File: src/rtl/id_ex_skid_stage.sv
// ID->EX pipeline register with valid/ready handshake, a 2-entry skid buffer,
// flush/hold control and a saturating upstream-stall counter.
module id_ex_skid_stage #(
   parameter int CPU_WIDTH       = 32,
   parameter int REG_ADDR_WIDTH  = 5,
   parameter int CTRL_WIDTH      = 5,
   parameter int STALL_CNT_WIDTH = 16
) (
   input  logic                       clk,
   input  logic                       rst_n,
   input  logic                       flush,
   input  logic                       hold,
   input  logic                       in_valid,
   output logic                       in_ready,
   input  logic [CPU_WIDTH-1:0]       in_instruction,
   input  logic [CPU_WIDTH-1:0]       in_data_a,
   input  logic [CPU_WIDTH-1:0]       in_data_b,
   input  logic [REG_ADDR_WIDTH-1:0]  in_destination_register,
   input  logic [CTRL_WIDTH-1:0]      in_ctrl,
   output logic                       out_valid,
   input  logic                       out_ready,
   output logic [CPU_WIDTH-1:0]       out_instruction,
   output logic [CPU_WIDTH-1:0]       out_data_a,
   output logic [CPU_WIDTH-1:0]       out_data_b,
   output logic [REG_ADDR_WIDTH-1:0]  out_destination_register,
   output logic [CTRL_WIDTH-1:0]      out_ctrl,
   output logic [1:0]                 occupancy,
   output logic [STALL_CNT_WIDTH-1:0] stall_count
);

   localparam int PW = 3 * CPU_WIDTH + REG_ADDR_WIDTH + CTRL_WIDTH;

   typedef enum logic [1:0] {EMPTY = 2'd0, ONE = 2'd1, FULL = 2'd2} state_t;

   state_t        state_q;
   logic [PW-1:0] main_q;
   logic [PW-1:0] skid_q;
   logic [PW-1:0] in_pl;
   logic          accept;
   logic          drain;

   function automatic logic [STALL_CNT_WIDTH-1:0] sat_inc(input logic [STALL_CNT_WIDTH-1:0] v);
      return (&v) ? v : v + 1'b1;
   endfunction

   // Control bits sit in the low bits so flush can clear them without touching the rest.
   assign in_pl = {in_instruction, in_data_a, in_data_b, in_destination_register, in_ctrl};

   assign accept = in_valid & in_ready;
   assign drain  = out_valid & out_ready & ~hold;

   assign out_valid = (state_q != EMPTY);
   assign occupancy = (state_q == FULL) ? 2'd2 : ((state_q == ONE) ? 2'd1 : 2'd0);

   assign out_instruction          = main_q[PW-1 -: CPU_WIDTH];
   assign out_data_a               = main_q[PW-CPU_WIDTH-1 -: CPU_WIDTH];
   assign out_data_b               = main_q[PW-2*CPU_WIDTH-1 -: CPU_WIDTH];
   assign out_destination_register = main_q[CTRL_WIDTH +: REG_ADDR_WIDTH];
   assign out_ctrl                 = out_valid ? main_q[CTRL_WIDTH-1:0] : '0;

   always_ff @(posedge clk or negedge rst_n) begin
      if (!rst_n) begin
         state_q     <= EMPTY;
         in_ready    <= 1'b1;
         main_q      <= '0;
         skid_q      <= '0;
         stall_count <= '0;
      end else begin
         if (in_valid && !in_ready)
            stall_count <= sat_inc(stall_count);

         if (flush) begin
            state_q                <= EMPTY;
            in_ready               <= 1'b1;
            main_q[CTRL_WIDTH-1:0] <= '0;
            skid_q[CTRL_WIDTH-1:0] <= '0;
         end else begin
            case (state_q)
               EMPTY: begin
                  if (accept) begin
                     main_q  <= in_pl;
                     state_q <= ONE;
                  end
               end
               ONE: begin
                  if (accept && drain) begin
                     main_q <= in_pl;
                  end else if (accept) begin
                     skid_q   <= in_pl;
                     state_q  <= FULL;
                     in_ready <= 1'b0;
                  end else if (drain) begin
                     state_q <= EMPTY;
                  end
               end
               FULL: begin
                  if (drain) begin
                     main_q   <= skid_q;
                     state_q  <= ONE;
                     in_ready <= 1'b1;
                  end
               end
               default: begin
                  state_q  <= EMPTY;
                  in_ready <= 1'b1;
               end
            endcase
         end
      end
   end

endmodule
File: config.mk
export PLATFORM = sky130hd
export DESIGN_NAME = id_ex_skid_stage
export DESIGN_NICKNAME = d
export VERILOG_FILES = /design/src/rtl/id_ex_skid_stage.sv
export SDC_FILE = /design/constraint.sdc
export NUM_CORES = 1
export LEC_CHECK = 0
export ABC_AREA = 0
export CORE_MARGIN = 5
export CORE_UTILIZATION = 35
export CTS_CLUSTER_SIZE = 25
export DETAILED_ROUTE_END_ITERATION = 6
export PLACE_DENSITY_LB_ADDON = 0.12
export SYNTH_ARGS = -nofsm -noshare
export SYNTH_HDL_FRONTEND = slang
export SYNTH_SLANG_ARGS = --single-unit
File: constraint.sdc
create_clock -name clk -period 2.2 [get_ports clk]
set_input_delay 0.33 -clock clk [delete_from_list [all_inputs] [get_ports clk]]
set_output_delay 0.33 -clock clk [all_outputs]
set_load 0.005 [all_outputs]
==> summary.txt, run 1 <==
Unrepaired setup endpoints after global routing - false
Final WS setup - 89.9 ps
Pwr Total - 15300 uW
Skew-Pair Late Insertion Delay - 530 ps
Initial DRC count - 197
GPL Wtd Cong - 0.739
PD cells - 1040 nW/um2
P_int - 11500 uW
Antenna violations before repair - 2
Nets - 1064
Crit path largest cell delay - 490 ps
CTS root buffer - clkbuf_16
Max_slew headroom - 60.2%
Core area - 32500 um2
Largest net degree at the start of global routing - 69
Die Y - 191 um
Worst Max-Slew Pin Slew - 596 ps
Worst setup startpoint - state_q[0]
Cell Area, Synth - 11500 um2
DR vias/cell - 4.50
Initial Util - 35.3%
Synth Warn # - 0
Layout fillers - 2935
Clock power share - 30.6%
Worst EP arrival - 1780 ps
Leak - 0.00633 uW
Syn nets - 896
Crit end category - primary output
Die X - 191 um
Clock skew - 9.10 ps
Area of the multi-input gates - 4510 um2
Gr usage total - 14.1%
Sink Count - 231
Commonest non-fill, non-tap cell in the layout - clkdlybuf4s50_1
Setup slack at placement - -148 ps
Commonest non-fill, non-tap cells in the layout - clkdlybuf4s50_1, dfrtp_1, mux2_2
Synth Instances - 783
Final Slew Violations - 0
Net Sw Frac - 24.7%
Post-layout minimum cycle time - 2110 ps
Area Growth Syn to Fin - 28.8%
Hold crit path type - input port to async pin
Max H-tree Level - 1
DRT antenna net count - 0
Crit-path slowest cell - clkdlybuf4s50_1
Grt total ovfl - 0
Post-synth cell types - 40
Drt first pass iters - 4
WL final - 26.1 mm
DP Wirelength - 17.8 mm
Number of CTS-inserted buffers - 28
Number of global-route vias before repair - 7103
CTS tree - built
P_sw - 3760 uW
CTS clk-pin slew, worst paths - 60 ps
FF/Latch Area - 5780 um2
Final hold viol count - 0
Sequential-to-total area share from yosys stat - 50.5%
CP required - 1870 ps
CTS max path bufs - 3
Largest delay share family, worst path - buffers and inverters
R2r startpoint - in_ready
Max cap viols - 0
Via count - 6353
Peak VDD IR - 0.000563 V
Global-route wire length before repair - 41.1 mm
Die Area - 36400 um2
Num ports - 238
Worst Path Buf+Inv - 1
Gate power share - 26.5%
FMAX - 0.474 GHz
Final hold slack - 363 ps
Std-Cell Rows - 66
Synth Area per Inst - 14.6 um2
Yosys reg bits - 231
Status - finished clean
Sequential share of power - 43.0%
WL/cell - 18.5 um
Crit Path Max Fanout - 7
Crit-path cells - or2_4, clkdlybuf4s50_1
Startpoint types - flip-flop
Fin crit share - 95.9%
IO Port Bufs - 237
Layout cells sized above 1 - 31.9%
Final core utilization - 45.4%
Setup-failing EPs final - 0
DRC violations left - 0
CP Class - flip-flop to primary output
## worst register-to-register path, cell delays in order (launching register included)
cell	delay, ps
dfstp_2	590
nand2_1	130
nor3_1	330
o21a_4	200
buf_12	150
buf_12	170
mux2_2	350
## sequential cells by signal (all words and copies together) (netlist names)
signal,cells
skid_q,106
main_q,106
stall_count,16
state_q,2
in_ready,1
## cell families (layout without fill, tap and decap cells)
| logic type | count (synthesis) | after routing | synth area share (%) |
|---|---|---|---|
| mux | 316 | 316 | 33.9 |
| flops | 231 | 231 | 50.5 |
| fa+ha+maj | 1 | 1 | 0.109 |
| simple gates | 58 | 58 | 2.71 |
| other cells | 0 | 1 | 0 |
| compound gates | 21 | 21 | 1.49 |
| buf+inv | 144 | 329 | 10.4 |
| xor+xnor | 12 | 12 | 0.918 |
## per-layer routing
layer	GRT usage (%)	vias to the layer above	wire (um)
li1	-	2984	-
met3	3.98	34	1670
met5	0	-	13
met2	23.1	160	12000
met4	3.20	2	580
met1	18.8	3173	11800
## Yosys cell counts (all sizes together)
| cell type | number | area, um2 |
|---|---|---|
| a21oi | 3 | 15.0 |
| and2 | 5 | 31.3 |
| and3 | 1 | 6.26 |
| and3b | 1 | 8.76 |
| buf | 136 | 1160 |
| clkbuf | 3 | 11.3 |
| dfrtp | 230 | 5760 |
| dfstp | 1 | 26.3 |
| ha | 1 | 12.5 |
| inv | 5 | 18.8 |
| mux2 | 306 | 3780 |
| mux2i | 10 | 100 |
| nand2 | 8 | 30.0 |
| nand2b | 1 | 6.26 |
| nand3 | 6 | 40.0 |
| nand3b | 1 | 7.51 |
| nand4 | 4 | 25.0 |
| nor2 | 15 | 56.3 |
| nor2b | 4 | 25.0 |
| nor3 | 7 | 35.0 |
| nor4 | 2 | 18.8 |
| o21a | 1 | 8.76 |
| o21ai | 8 | 40.0 |
| o21bai | 1 | 7.51 |
| o22ai | 1 | 6.26 |
| o2bb2ai | 1 | 15.0 |
| o311a | 5 | 50.1 |
| o41ai | 1 | 27.5 |
| or2 | 1 | 6.26 |
| or3 | 1 | 6.26 |
| or4 | 1 | 7.51 |
| xnor2 | 4 | 35.0 |
| xor2 | 8 | 70.1 |
## stage by stage
stage                     setup TNS (ps)  std cells  instance area (um2)
after detailed placement          -12450       1360                13700
final                                  0       1411                14700
after floorplan                        0        783                11500
after CTS                              0       1410                14700
after global routing                   0       1411                14700
after global placement            -10710       1360                13700
## final timing paths
check	endpoint	slack (ps)	depth (start not counted)
worst max-delay path	out_valid	90	2
worst min-delay path	main_q[38]	360	2
worst max register to register	main_q[59]	160	6
worst min register to register	skid_q[99]	480	1
max in group asynchronous	in_ready	1150	3
min in group clk	skid_q[71]	420	2
## power groups by stage
stage / combinational (uW) / sequential [uW] / clock, uW
2_1_floorplan: 2970 / 6320 / 0
3_3_place_gp: 4040 / 6610 / 0
3_5_place_dp: 4120 / 6610 / 0
4_1_cts: 4140 / 6570 / 4850
5_1_grt: 4380 / 6760 / 5010
6_report: 4040 / 6560 / 4670
## final cells by class
class,instances,share of cell area (%)
multi-input combinational,408,30.6
tap,442,3.75
clock buffer,41,5.84
sequential,231,39.2
antenna,1,0.0170
inverter,5,0.127
clock inverter,6,0.568
timing repair buffer,277,19.9
## what timing repair did
item / in CTS / in global routing
buffers inserted: 1 / 0
gates cloned: 1 / 0
endpoints found under the setup margin: 8 / 1
endpoints found under the hold margin: 52 / 0
resized for setup: 9 / 1
hold buffers: 1 / 0
Power figures use the tool's default switching activity.
==> inputs of run 2 (changes only) <==
CTS_BUF_LIST = sky130_fd_sc_hd__clkbuf_8 sky130_fd_sc_hd__clkbuf_16   (was unset)
GPL_TIMING_DRIVEN = 0   (was unset)
==> run 2 against run 1 <==
First-iteration DRC count decreased by 4.6%. Largest cell class unchanged. Setup slack improved by 28 ps. Sequential share of layout area down 1.7 points. Clock power up 0.9%. Register-to-register slack worse by 40 ps. Global-route usage increased by 0.092 points. Design area grew 4.6%. Maximum frequency rose by 1.4%. Critical path type is now flip-flop to flip-flop. Critical endpoint is now skid_q[40]. Wire length rose by 0.54%.
==> summary.txt, run 2 (synthesis results as in run 1) <==
CTS tree - built (unchanged)
Antenna violations before repair - 3 (was 2)
Max Used Layer - met5 (unchanged)
Fin crit share - 94.6% (was 95.9%)
Clock skew - 4.78 ps (was 9.10 ps)
DRC violations left - 0 (unchanged)
Std-Cell Rows - 66 (unchanged)
Grt total ovfl - 0 (unchanged)
P_int - 12200 uW (was 11500 uW)
Commonest non-fill, non-tap cells in the layout - dfrtp_1, clkdlybuf4s50_1, mux2_2 (was clkdlybuf4s50_1, dfrtp_1, mux2_2)
Final hold viol count - 0 (unchanged)
Clock power share - 29.2% (was 30.6%)
Drt first pass iters - 4 (unchanged)
Crit Path Max Fanout - 10 (was 7)
GPL Wtd Cong - 0.742 (was 0.739)
Gr usage total - 14.2% (was 14.1%)
Die Y - 191 um (unchanged)
Die X - 191 um (unchanged)
R2r startpoint - in_ready (unchanged)
Via count - 6737 (was 6353)
Net Sw Frac - 24.5% (was 24.7%)
Crit end category - flip-flop (was primary output)
Max cap viols - 0 (unchanged)
Hold crit path type - input port to flip-flop (was input port to async pin)
Number of global-route vias before repair - 7239 (was 7103)
Sink Count - 231 (unchanged)
Status - finished clean (unchanged)
Max_slew headroom - 48.0% (was 60.2%)
Final Slew Violations - 0 (unchanged)
Num ports - 238 (unchanged)
R2R setup slack - 120 ps (was 160 ps)
Final WS setup - 118 ps (was 89.9 ps)
CP required - 2610 ps (was 1870 ps)
Number of CTS-inserted buffers - 28 (unchanged)
Top Registers - main_q: 106 flops, skid_q: 106 flops, stall_count: 16 flops (unchanged)
CTS max path bufs - 3 (unchanged)
P_sw - 3950 uW (was 3760 uW)
Layout cells sized above 1 - 38.5% (was 31.9%)
Gate power share - 30.6% (was 26.5%)
Core area - 32500 um2 (unchanged)
DR WL met3 - 1.76 mm (was 1.67 mm)
CP Class - flip-flop to flip-flop (was flip-flop to primary output)
Worst setup startpoint - in_ready (was state_q[0])
Initial Util - 35.3% (unchanged)
M1 WL - 11.6 mm (was 11.8 mm)
Hold path start - flush
IO Port Bufs - 236 (was 237)
WL final - 26.2 mm (was 26.1 mm)
Worst EP arrival - 2490 ps (was 1780 ps)
Peak VDD IR - 0.000601 V (was 0.000563 V)
Initial DRC count - 188 (was 197)
Startpoint types - flip-flop (unchanged)
Largest net degree at the start of global routing - 101 (was 69)
Leak - 0.00686 uW (was 0.00633 uW)
Commonest non-fill, non-tap cell in the layout - dfrtp_1 (was clkdlybuf4s50_1)
Placed Cells - 1463 (was 1360)
Setup slack at placement - -441 ps (was -148 ps)
DR vias/cell - 4.44 (was 4.50)
Setup TNS - 0 ps (unchanged)
Worst Max-Slew Pin Slew - 780 ps (was 596 ps)
Global-route wire length before repair - 41.6 mm (was 41.1 mm)
CTS root buffer - clkbuf_16 (unchanged)
Post-layout minimum cycle time - 2080 ps (was 2110 ps)
DRT antenna net count - 0 (unchanged)
Met2 WL post-DR - 12.3 mm (was 12.0 mm)
Skew-Pair Late Insertion Delay - 530 ps (about the same)
Layout Cells excl Fill - 1519 (was 1411)
Layout fillers - 2940 (was 2935)
CTS clk-pin slew, worst paths - 60 ps (about the same)
Setup-failing EPs final - 0 (unchanged)
Max H-tree Level - 1 (unchanged)
Nets - 1168 (was 1064)
Area Growth Syn to Fin - 34.7% (was 28.8%)
WL/cell - 17.2 um (was 18.5 um)
DP Wirelength - 18.1 mm (was 17.8 mm)
Unrepaired setup endpoints after global routing - false (unchanged)
FF/Latch Area - 5780 um2 (about the same)
PD cells - 1050 nW/um2 (was 1040 nW/um2)
Sequential share of power - 40.2% (was 43.0%)
Die Area - 36400 um2 (unchanged)
FMAX - 0.480 GHz (was 0.474 GHz)
Area of the multi-input gates - 4500 um2 (was 4510 um2)
[run 2: worst paths after layout]
check,end,depth (start not counted)
max,skid_q[40],6
min,skid_q[0],2
max reg2reg,skid_q[40],6
min reg2reg,skid_q[103],1
max in group asynchronous,main_q[104],4
min in group asynchronous,skid_q[42],2
[run 2: area by class of cell]
cell class	count	share of cell area (%)
clock inverters	17	1.02
repair buffers	243	15.8
inverters	5	0.122
clock buffers	34	5.15
plain buffers	138	7.64
well taps	442	3.58
flip-flops and latches	231	37.5
multi-input cells	408	29.2
diodes	1	0.0162
[run 2: stage by stage]
| step | instance area, um2 | hold WS (ps) | util (%) | total power [uW] |
|---|---|---|---|---|
| 4_1_cts | 15400 | 173 | 47.6 | 16400 |
| 5_1_grt | 15400 | 204 | 47.5 | 17100 |
| 2_1_floorplan | 11500 | 34.4 | - | 9300 |
| 3_3_place_gp | 14400 | 461 | 44.3 | 11500 |
| 3_5_place_dp | 14400 | 440 | 44.5 | 11600 |
| 6_report | 15400 | 185 | 47.5 | 16100 |
[run 2: timing repair]
item / 4_1_cts / 5_1_grt
buffers inserted: 4 / 0
hold endpoints to repair: 99 / 0
resized for setup: 20 / 8
hold buffers: 1 / 0
pin swaps: 0 / 0
setup endpoints to repair: 97 / 97
gates cloned: 0 / 0
[run 2: power groups by stage]
stage / Sequential [uW] / Combinational [uW] / Clock, uW
3_5_place_dp: 6530 / 5020 / 0
6_report: 6480 / 4940 / 4710
4_1_cts: 6480 / 5070 / 4890
5_1_grt: 6660 / 5360 / 5070
3_3_place_gp: 6520 / 4960 / 0
2_1_floorplan: 6320 / 2970 / 0
[run 2: worst max-delay path, cell delays in order (launching register included)]
cell and delay [ps]:
dfstp_2 600, and3b_1 250, nand3_4 160, nor2_2 170, buf_6 230, buf_6 200
mux2_1 340
[run 2: metal layers]
| metal | global-route usage [%] | vias up |
|---|---|---|
| met5 | 0 | - |
| met4 | 3.29 | 4 |
| met3 | 4.16 | 37 |
| met2 | 23.0 | 156 |
| met1 | 18.9 | 3348 |
| li1 | - | 3192 |
==> inputs of run 3 (changes only) <==
PLACE_DENSITY = 0.69   (was unset)
PLACE_DENSITY_LB_ADDON = unset   (was 0.12)
==> run 3 against run 2 <==
Via count increased by 0.74%. Clock-buffer cell count increased by 4. Clock skew increased by 4.5 ps. Wire length decreased by 1.2%. Critical path depth unchanged. Global-route usage decreased by 0.25 points.
==> summary.txt, run 3 (synthesis results as in run 1) <==
Gr usage total - 14.0% (was 14.2%)
Skew-Pair Late Insertion Delay - 540 ps (was 530 ps)
Worst r2r path cells - 6 (unchanged)
Worst EP arrival - 2520 ps (was 2490 ps)
Crit-path cells - and3b_1, nand3_2, nor2_4, buf_8, buf_6, mux2_1 (was and3b_1, nand3_4, nor2_2, buf_6, buf_6, mux2_1)
Crit path largest cell delay - 610 ps (was 600 ps)
Initial DRC count - 162 (was 188)
DRC violations left - 0 (unchanged)
Die Y - 191 um (unchanged)
Die Area - 36400 um2 (unchanged)
Fin crit share - 95.8% (was 94.6%)
Num ports - 238 (unchanged)
Unrepaired setup endpoints after global routing - false (unchanged)
WL final - 25.9 mm (was 26.2 mm)
Std-Cell Rows - 66 (unchanged)
Top Registers - main_q: 106 flops, skid_q: 106 flops, stall_count: 16 flops (unchanged)
CTS max path bufs - 3 (unchanged)
Placed Cells - 1463 (unchanged)
WL/cell - 17.1 um (was 17.2 um)
Core area - 32500 um2 (unchanged)
Reg-to-Reg End - skid_q[64] (was skid_q[40])
Final hold slack - 206 ps (was 185 ps)
Final Slew Violations - 0 (unchanged)
Sink Count - 231 (unchanged)
CTS clk-pin slew, worst paths - 60 ps (about the same)
Clock skew - 9.30 ps (was 4.78 ps)
Layout fillers - 2870 (was 2940)
Nets - 1164 (was 1168)
Pwr Total - 16200 uW (was 16100 uW)
Hold crit path type - input port to flip-flop (unchanged)
DP Wirelength - 18.0 mm (was 18.1 mm)
FMAX - 0.475 GHz (was 0.480 GHz)
DR vias/cell - 4.48 (was 4.44)
Max cap viols - 0 (unchanged)
Initial Util - 35.3% (unchanged)
Largest delay share family, worst path - simple AND/OR/NAND/NOR gates (was flip-flops)
DRT antenna net count - 0 (unchanged)
Max H-tree Level - 1 (unchanged)
Leak - 0.00683 uW (was 0.00686 uW)
R2R setup slack - 90 ps (was 120 ps)
CP required - 2610 ps (about the same)
Layout cells sized above 1 - 38.8% (was 38.5%)
Die X - 191 um (unchanged)
Grt total ovfl - 0 (unchanged)
CTS root buffer - clkbuf_16 (unchanged)
Number of global-route vias before repair - 7458 (was 7239)
Max_slew headroom - 60.8% (was 48.0%)
Worst Path Buf+Inv - 2 (unchanged)
Via count - 6787 (was 6737)
Final hold viol count - 0 (unchanged)
Peak VDD IR - 0.000554 V (was 0.000601 V)
Setup-failing EPs final - 0 (unchanged)
IO Port Bufs - 236 (unchanged)
CP Class - flip-flop to flip-flop (unchanged)
R2r startpoint - in_ready (unchanged)
Global-route wire length before repair - 41.1 mm (was 41.6 mm)
GPL Wtd Cong - 0.794 (was 0.742)
Crit Path Max Fanout - 10 (unchanged)
Crit-path slowest cell - dfstp_2 (unchanged)
PD cells - 1050 nW/um2 (about the same)
Antenna violations before repair - 2 (was 3)
Worst path depth - 6 (unchanged)
Largest net degree at the start of global routing - 90 (was 101)
CTS tree - built (unchanged)
Commonest non-fill, non-tap cells in the layout - dfrtp_1, clkdlybuf4s50_1, mux2_2 (unchanged)
Worst Max-Slew Pin Slew - 586 ps (was 780 ps)
Worst setup startpoint - in_ready (unchanged)
Commonest non-fill, non-tap cell in the layout - dfrtp_1 (unchanged)
Drt first pass iters - 4 (unchanged)
Post-layout minimum cycle time - 2110 ps (was 2080 ps)
Status - finished clean (unchanged)
Number of CTS-inserted buffers - 28 (unchanged)
Layout Cells excl Fill - 1516 (was 1519)
Startpoint types - flip-flop (unchanged)
Crit end category - flip-flop (unchanged)
Crit path capture - skid_q[64] (was skid_q[40])
Area Growth Syn to Fin - 34.7% (about the same)
-- run 3: cell types whose count changed in the layout (fill, tap and decap cells not counted), moves of 3 or more --
cell / previous run / this run
buf_2: 10 / 14
inv_1: 11 / 7
clkbuf_8: 5 / 9
clkbuf_2: 5 / 1
buf_4: 107 / 102
clkinv_4: 0 / 3
-- run 3: where the power goes --
group / total (uW) / internal, uW / switching [uW]
clock network: 4790 / 2930 / 1860
registers: 6520 / 5740 / 783
logic: 4930 / 3550 / 1380
total: 16200 / 12200 / 4030
-- run 3: repair_timing --
action,in CTS,in global routing
gates resized for setup,25,11
buffers inserted,1,0
setup endpoints to repair,106,92
hold endpoints to repair,57,0
pin swaps,0,0
hold buffers,1,0
-- run 3: worst min-delay path by stage --
stage / start / to / slack, ps / cells after the start
after floorplan: rst_n / main_q[0] / 30 / 0
after global placement: skid_q[73] / skid_q[73] / 460 / 1
after detailed placement: rst_n / skid_q[43] / 300 / 1
after CTS: flush / skid_q[2] / 160 / 2
after global routing: flush / skid_q[2] / 210 / 2
final: flush / skid_q[2] / 210 / 2
-- run 3: final cells by class --
type	count	area [um2]	area share, %
Buffer	137	1170	7.61
Sequential cell	231	5780	37.5
Antenna cell	1	2.50	0.0162
Multi-Input combinational cell	408	4500	29.2
Tap cell	442	553	3.58
Clock inverter	14	131	0.851
Inverter	5	18.8	0.122
Clock buffer	38	850	5.51
Timing Repair Buffer	240	2420	15.7
-- run 3: metal layers --
layer / up-vias / share of wire (%) / GRT usage, %
li1: 3193 / - / -
met3: 35 / 7.7 / 4.13
met4: 2 / 1.7 / 2.98
met2: 181 / 46 / 22.0
met1: 3376 / 45 / 19.2
met5: - / 0.027 / 0
-- run 3: worst register-to-register path, stage by stage, from the launching register on --
cell,delay (ps)
dfstp_2,610
and3b_1,220
nand3_2,230
nor2_4,190
buf_8,200
buf_6,190
mux2_1,340
-- run 3: stage by stage --
stage	instance area, um2	setup slack (ps)	utilization, %	setup TNS [ps]
6_report	15400	93.1	47.5	0
5_1_grt	15400	4.39	47.5	0
4_1_cts	15400	3.18	47.6	0
3_5_place_dp	14400	-416	44.5	-52100
3_3_place_gp	14400	-9620	44.3	-2266010
2_1_floorplan	11500	344	-	0
==> variant 1: new RTL, settings of run 2 <==
The 3 states of `state_t` get a one-hot encoding in 3 bits.
--- a/src/rtl/id_ex_skid_stage.sv
+++ b/src/rtl/id_ex_skid_stage.sv
@@ -30,7 +30,7 @@
 
    localparam int PW = 3 * CPU_WIDTH + REG_ADDR_WIDTH + CTRL_WIDTH;
 
-   typedef enum logic [1:0] {EMPTY = 2'd0, ONE = 2'd1, FULL = 2'd2} state_t;
+   typedef enum logic [2:0] {EMPTY = 3'b001, ONE = 3'b010, FULL = 3'b100} state_t;
 
    state_t        state_q;
    logic [PW-1:0] main_q;
Check against the original RTL: same outputs for any inputs over 4 cycles, from zero or initial values and one cycle with rst_n low; so few cycles prove little.
==> variant 1 against run 2 <==
Fmax shrank 1.1%; utilization grew 1.0 points; wire length grew 0.92%; cell area shrank 4.5%; area after synthesis shrank 6.9%; non-clock buffer count grew 22; sequential cell count grew 1; hold slack gained 0.10 ns; total power shrank 20%; worst setup slack lost 0.024 ns; via count grew 8.7%; largest power group unchanged.
==> variant 1: results (changes against run 2) <==
[outcome]
status = completed

[critical_path]
cpPeakStageDelay_ns = 0.48  ; -0.12 ns
cp_data_arrival_time_ns = 2.51  ; +0.02 ns
slowest_stage = dfrtp_2

[grt]
grt_usage_pct = 15.1  ; +0.92 points
use_met1_pct = 20.4  ; +1.5 points
grt.met3_usage_pct = 3.79  ; -0.37 points
met2_usage_pct = 24.6  ; +1.5 points
grt_pass1_wl_um = 41300  ; -0.75%
antenna_found_initial = 1  ; -2
grt_pass1_vias = 7395  ; +2.2%

[final_layout]
instances_no_fill = 1597  ; +5.1%
drive_gt1_share_pct = 19.4  ; -19 points
nets = 1294  ; +11%
n_antenna_cell = 0  ; -1

[clock_network]
post_cts_buffers = 8  ; +4
cts_resized = 28  ; +40%
cts_inserted_buffers = 26  ; -7.1%

[placement]
portBuffers = 237  ; +0.42%
placed_cell_area_um2 = 13600  ; -5.8%
dp_cells = 1534  ; +4.9%
dp_slack_ns = -0.519  ; -0.0774 ns

[route]
drtIter0Drc = 314  ; +67%
dr_wl_met2_um = 12200  ; -0.47%
avgRoutedWirePerCell_um = 16.6  ; -4.0%
met1_length_um = 11900  ; +2.9%
routed-wl-met3_um = 1620  ; -7.7%

[logic_synthesis]
synthesis.nets = 1012  ; +13%
synth_common_cells = 230 x dfrtp_1, 111 x buf_4, 109 x nand2_1
synth_adder_area_share_pct = 0.117  ; +0.0081 points
synth-compound-area-share_pct = 5.95  ; +4.5 points
synthTopCellsByArea = dfrtp_1 54%, mux2i_1 9.9%, mux2_1 8.7%
synth-xor-area-share_pct = 1.23  ; +0.31 points
synthCells = 899  ; +15%
synth_edf_count = 0  ; unchanged
synth_mux_area_share_pct = 20.7  ; -13 points
yosysSeqAreaShare_pct = 54.5  ; +4.0 points

[sta]
finClkSkew_ns = 0.00792  ; +0.00314 ns
tightest_slew_ns = 0.645  ; -0.135 ns

[pwr]
p_leak_nw = 6.68  ; -2.6%
swShare_pct = 24.7  ; +0.27 points
p_seq_w = 0.00546  ; -16%
vdd_drop_max_mv = 0.532  ; -12%

[hold_path]
min_path_type = in -> async

[variant 1: cell count changes in the layout (fill, tap and decap cells not counted), sizes merged, moves of 5 or more]
cell	delta
buf	+6
clkbuf	+10
xnor2	+7
nor2b	+11
o311a	-5
nand2	+101
and2	-5
mux2i	+96
o21ai	+93
mux2	-204
a211oi	+7
nor3	+6
[variant 1: path summary, 6_finish.rpt]
kind                          startpoint    endpoint  slack, ns
setup reg to reg              state_q[2]  skid_q[90]       0.09
max in group asynchronous          rst_n  state_q[2]       1.06
hold / removal                     rst_n  main_q[39]       0.29
hold reg to reg               main_q[64]  main_q[64]       0.48
setup / recovery              state_q[2]  skid_q[90]       0.09
min in group clk           in_data_a[23]  skid_q[65]       0.43
[variant 1: layout make-up]
cell class | instances | area [um^2]
plain buffers | 147 | 1140
clock buffers | 34 | 772
clock inverters | 14 | 113
fillers | 2884 | 15600
inverters | 3 | 11.3
multi-input cells | 515 | 3830
flip-flops and latches | 232 | 5810
well taps | 396 | 495
repair buffers | 256 | 2570
==> variant 2: new RTL, settings of run 2 <==
Made on the original files. The parameter `CTRL_WIDTH` goes from 5 to 10.
--- a/src/rtl/id_ex_skid_stage.sv
+++ b/src/rtl/id_ex_skid_stage.sv
@@ -3,7 +3,7 @@
 module id_ex_skid_stage #(
    parameter int CPU_WIDTH       = 32,
    parameter int REG_ADDR_WIDTH  = 5,
-   parameter int CTRL_WIDTH      = 5,
+   parameter int CTRL_WIDTH      = 10,
    parameter int STALL_CNT_WIDTH = 16
 ) (
    input  logic                       clk,
Interface: changed (resized in_ctrl and out_ctrl); port bits go from 238 to 248. The function was not compared with the original's and may differ.
==> variant 2 against run 2 <==
Clock power fell by 6.6%; hold slack improved by 0.030 ns; area after synthesis rose by 2.8%; critical path type is now reg -> out; cell area rose by 2.5%; die area rose by 2.7%; sequential cell count rose by 10; largest power group unchanged; non-clock buffer count rose by 14; worst setup slack got worse by 0.018 ns; wire length rose by 6.5%; total power rose by 1.5%.
==> variant 2: results (changes against run 2) <==
[placement]
portBuffers = 246  ; +4.2%
gp_congestion = 0.777  ; +4.7%
placed_cell_area_um2 = 14900  ; +3.0%
hpwlAfterDp_um = 19300  ; +6.8%

[final_layout]
top_regs = main_q: 111 flops, skid_q: 111 flops, stall_count: 16 flops
fin_area_um2 = 15800  ; +2.5%
nets = 1220  ; +4.5%
buffer_area_share_pct = 23.1  ; -0.34 points
inv_count = 0  ; -5
nonClockBufferCount = 395  ; +3.7%
multi_input_cells = 436  ; +6.9%
instances_no_fill = 1570  ; +3.4%
seq_area_um2 = 6030  ; +4.3%

[route]
routed_wirelength_um = 27900  ; +6.5%
route.vias.total = 7149  ; +6.1%

[pwr]
powerClk_w = 0.00440  ; -6.6%
p_leak_nw = 6.95  ; +1.3%
vdd_drop_max_mv = 0.570  ; -5.1%

[grt]
grt_pass1_wl_um = 44600  ; +7.2%
grt_pass1_vias = 7738  ; +6.9%
use_met1_pct = 20.1  ; +1.2 points
grt.met3_usage_pct = 5.24  ; +1.1 points

[outcome]
status = completed

[sta]
relSlewSlack_pct = 19.8  ; -28 points

[critical_path]
cp_data_arrival_time_ns = 1.77  ; -0.72 ns

[logic_synthesis]
syn_area_um2 = 11800  ; +2.8%
yosysUniqueCellTypes = 39  ; -2.5%
synthesis.nets = 938  ; +4.7%
synth_mux_area_share_pct = 32.9  ; -1.0 points
synth-xor-area-share_pct = 0.967  ; +0.049 points
synthTopCellsByArea = dfrtp_1 51%, mux2_2 21%, mux2_4 11%
ys_seq_elements = 241  ; +4.3%
yosysSeqAreaShare_pct = 51.2  ; +0.73 points
synthCells = 820  ; +4.7%
synth_adder_area_share_pct = 0.106  ; -0.0030 points

[clock_network]
cts_resized = 52  ; +160%

variant 2: cell types whose count changed after synthesis, sizes merged, moves of 3 or more:
cell / before / now
a211oi: 0 / 11
nand3: 6 / 3
and2: 5 / 10
a22o: 0 / 10
o311a: 5 / 0
inv: 5 / 0
nand2: 8 / 11
clkbuf: 3 / 9
o21ai: 8 / 1
nor3: 7 / 16
dfrtp: 230 / 240
nor2: 15 / 10
variant 2: final timing paths:
check | end | startpoint | slack (ns) | depth (start not counted)
hold reg to reg | skid_q[2] | skid_q[2] | 0.50 | 1
min in group asynchronous | main_q[52] | rst_n | 0.29 | 2
max in group asynchronous | skid_q[94] | rst_n | 1.05 | 3
hold / removal | in_ready | flush | 0.21 | 2
setup / recovery | out_ctrl[4] | state_q[1] | 0.1 | 5
setup reg to reg | main_q[106] | state_q[0] | 0.13 | 5
variant 2: critical path, stage by stage (launching register included):
cell	delay, ns
dfrtp_1	0.38
buf_6	0.13
or2_4	0.27
clkbuf_4	0.17
and2_1	0.15
buf_2	0.15
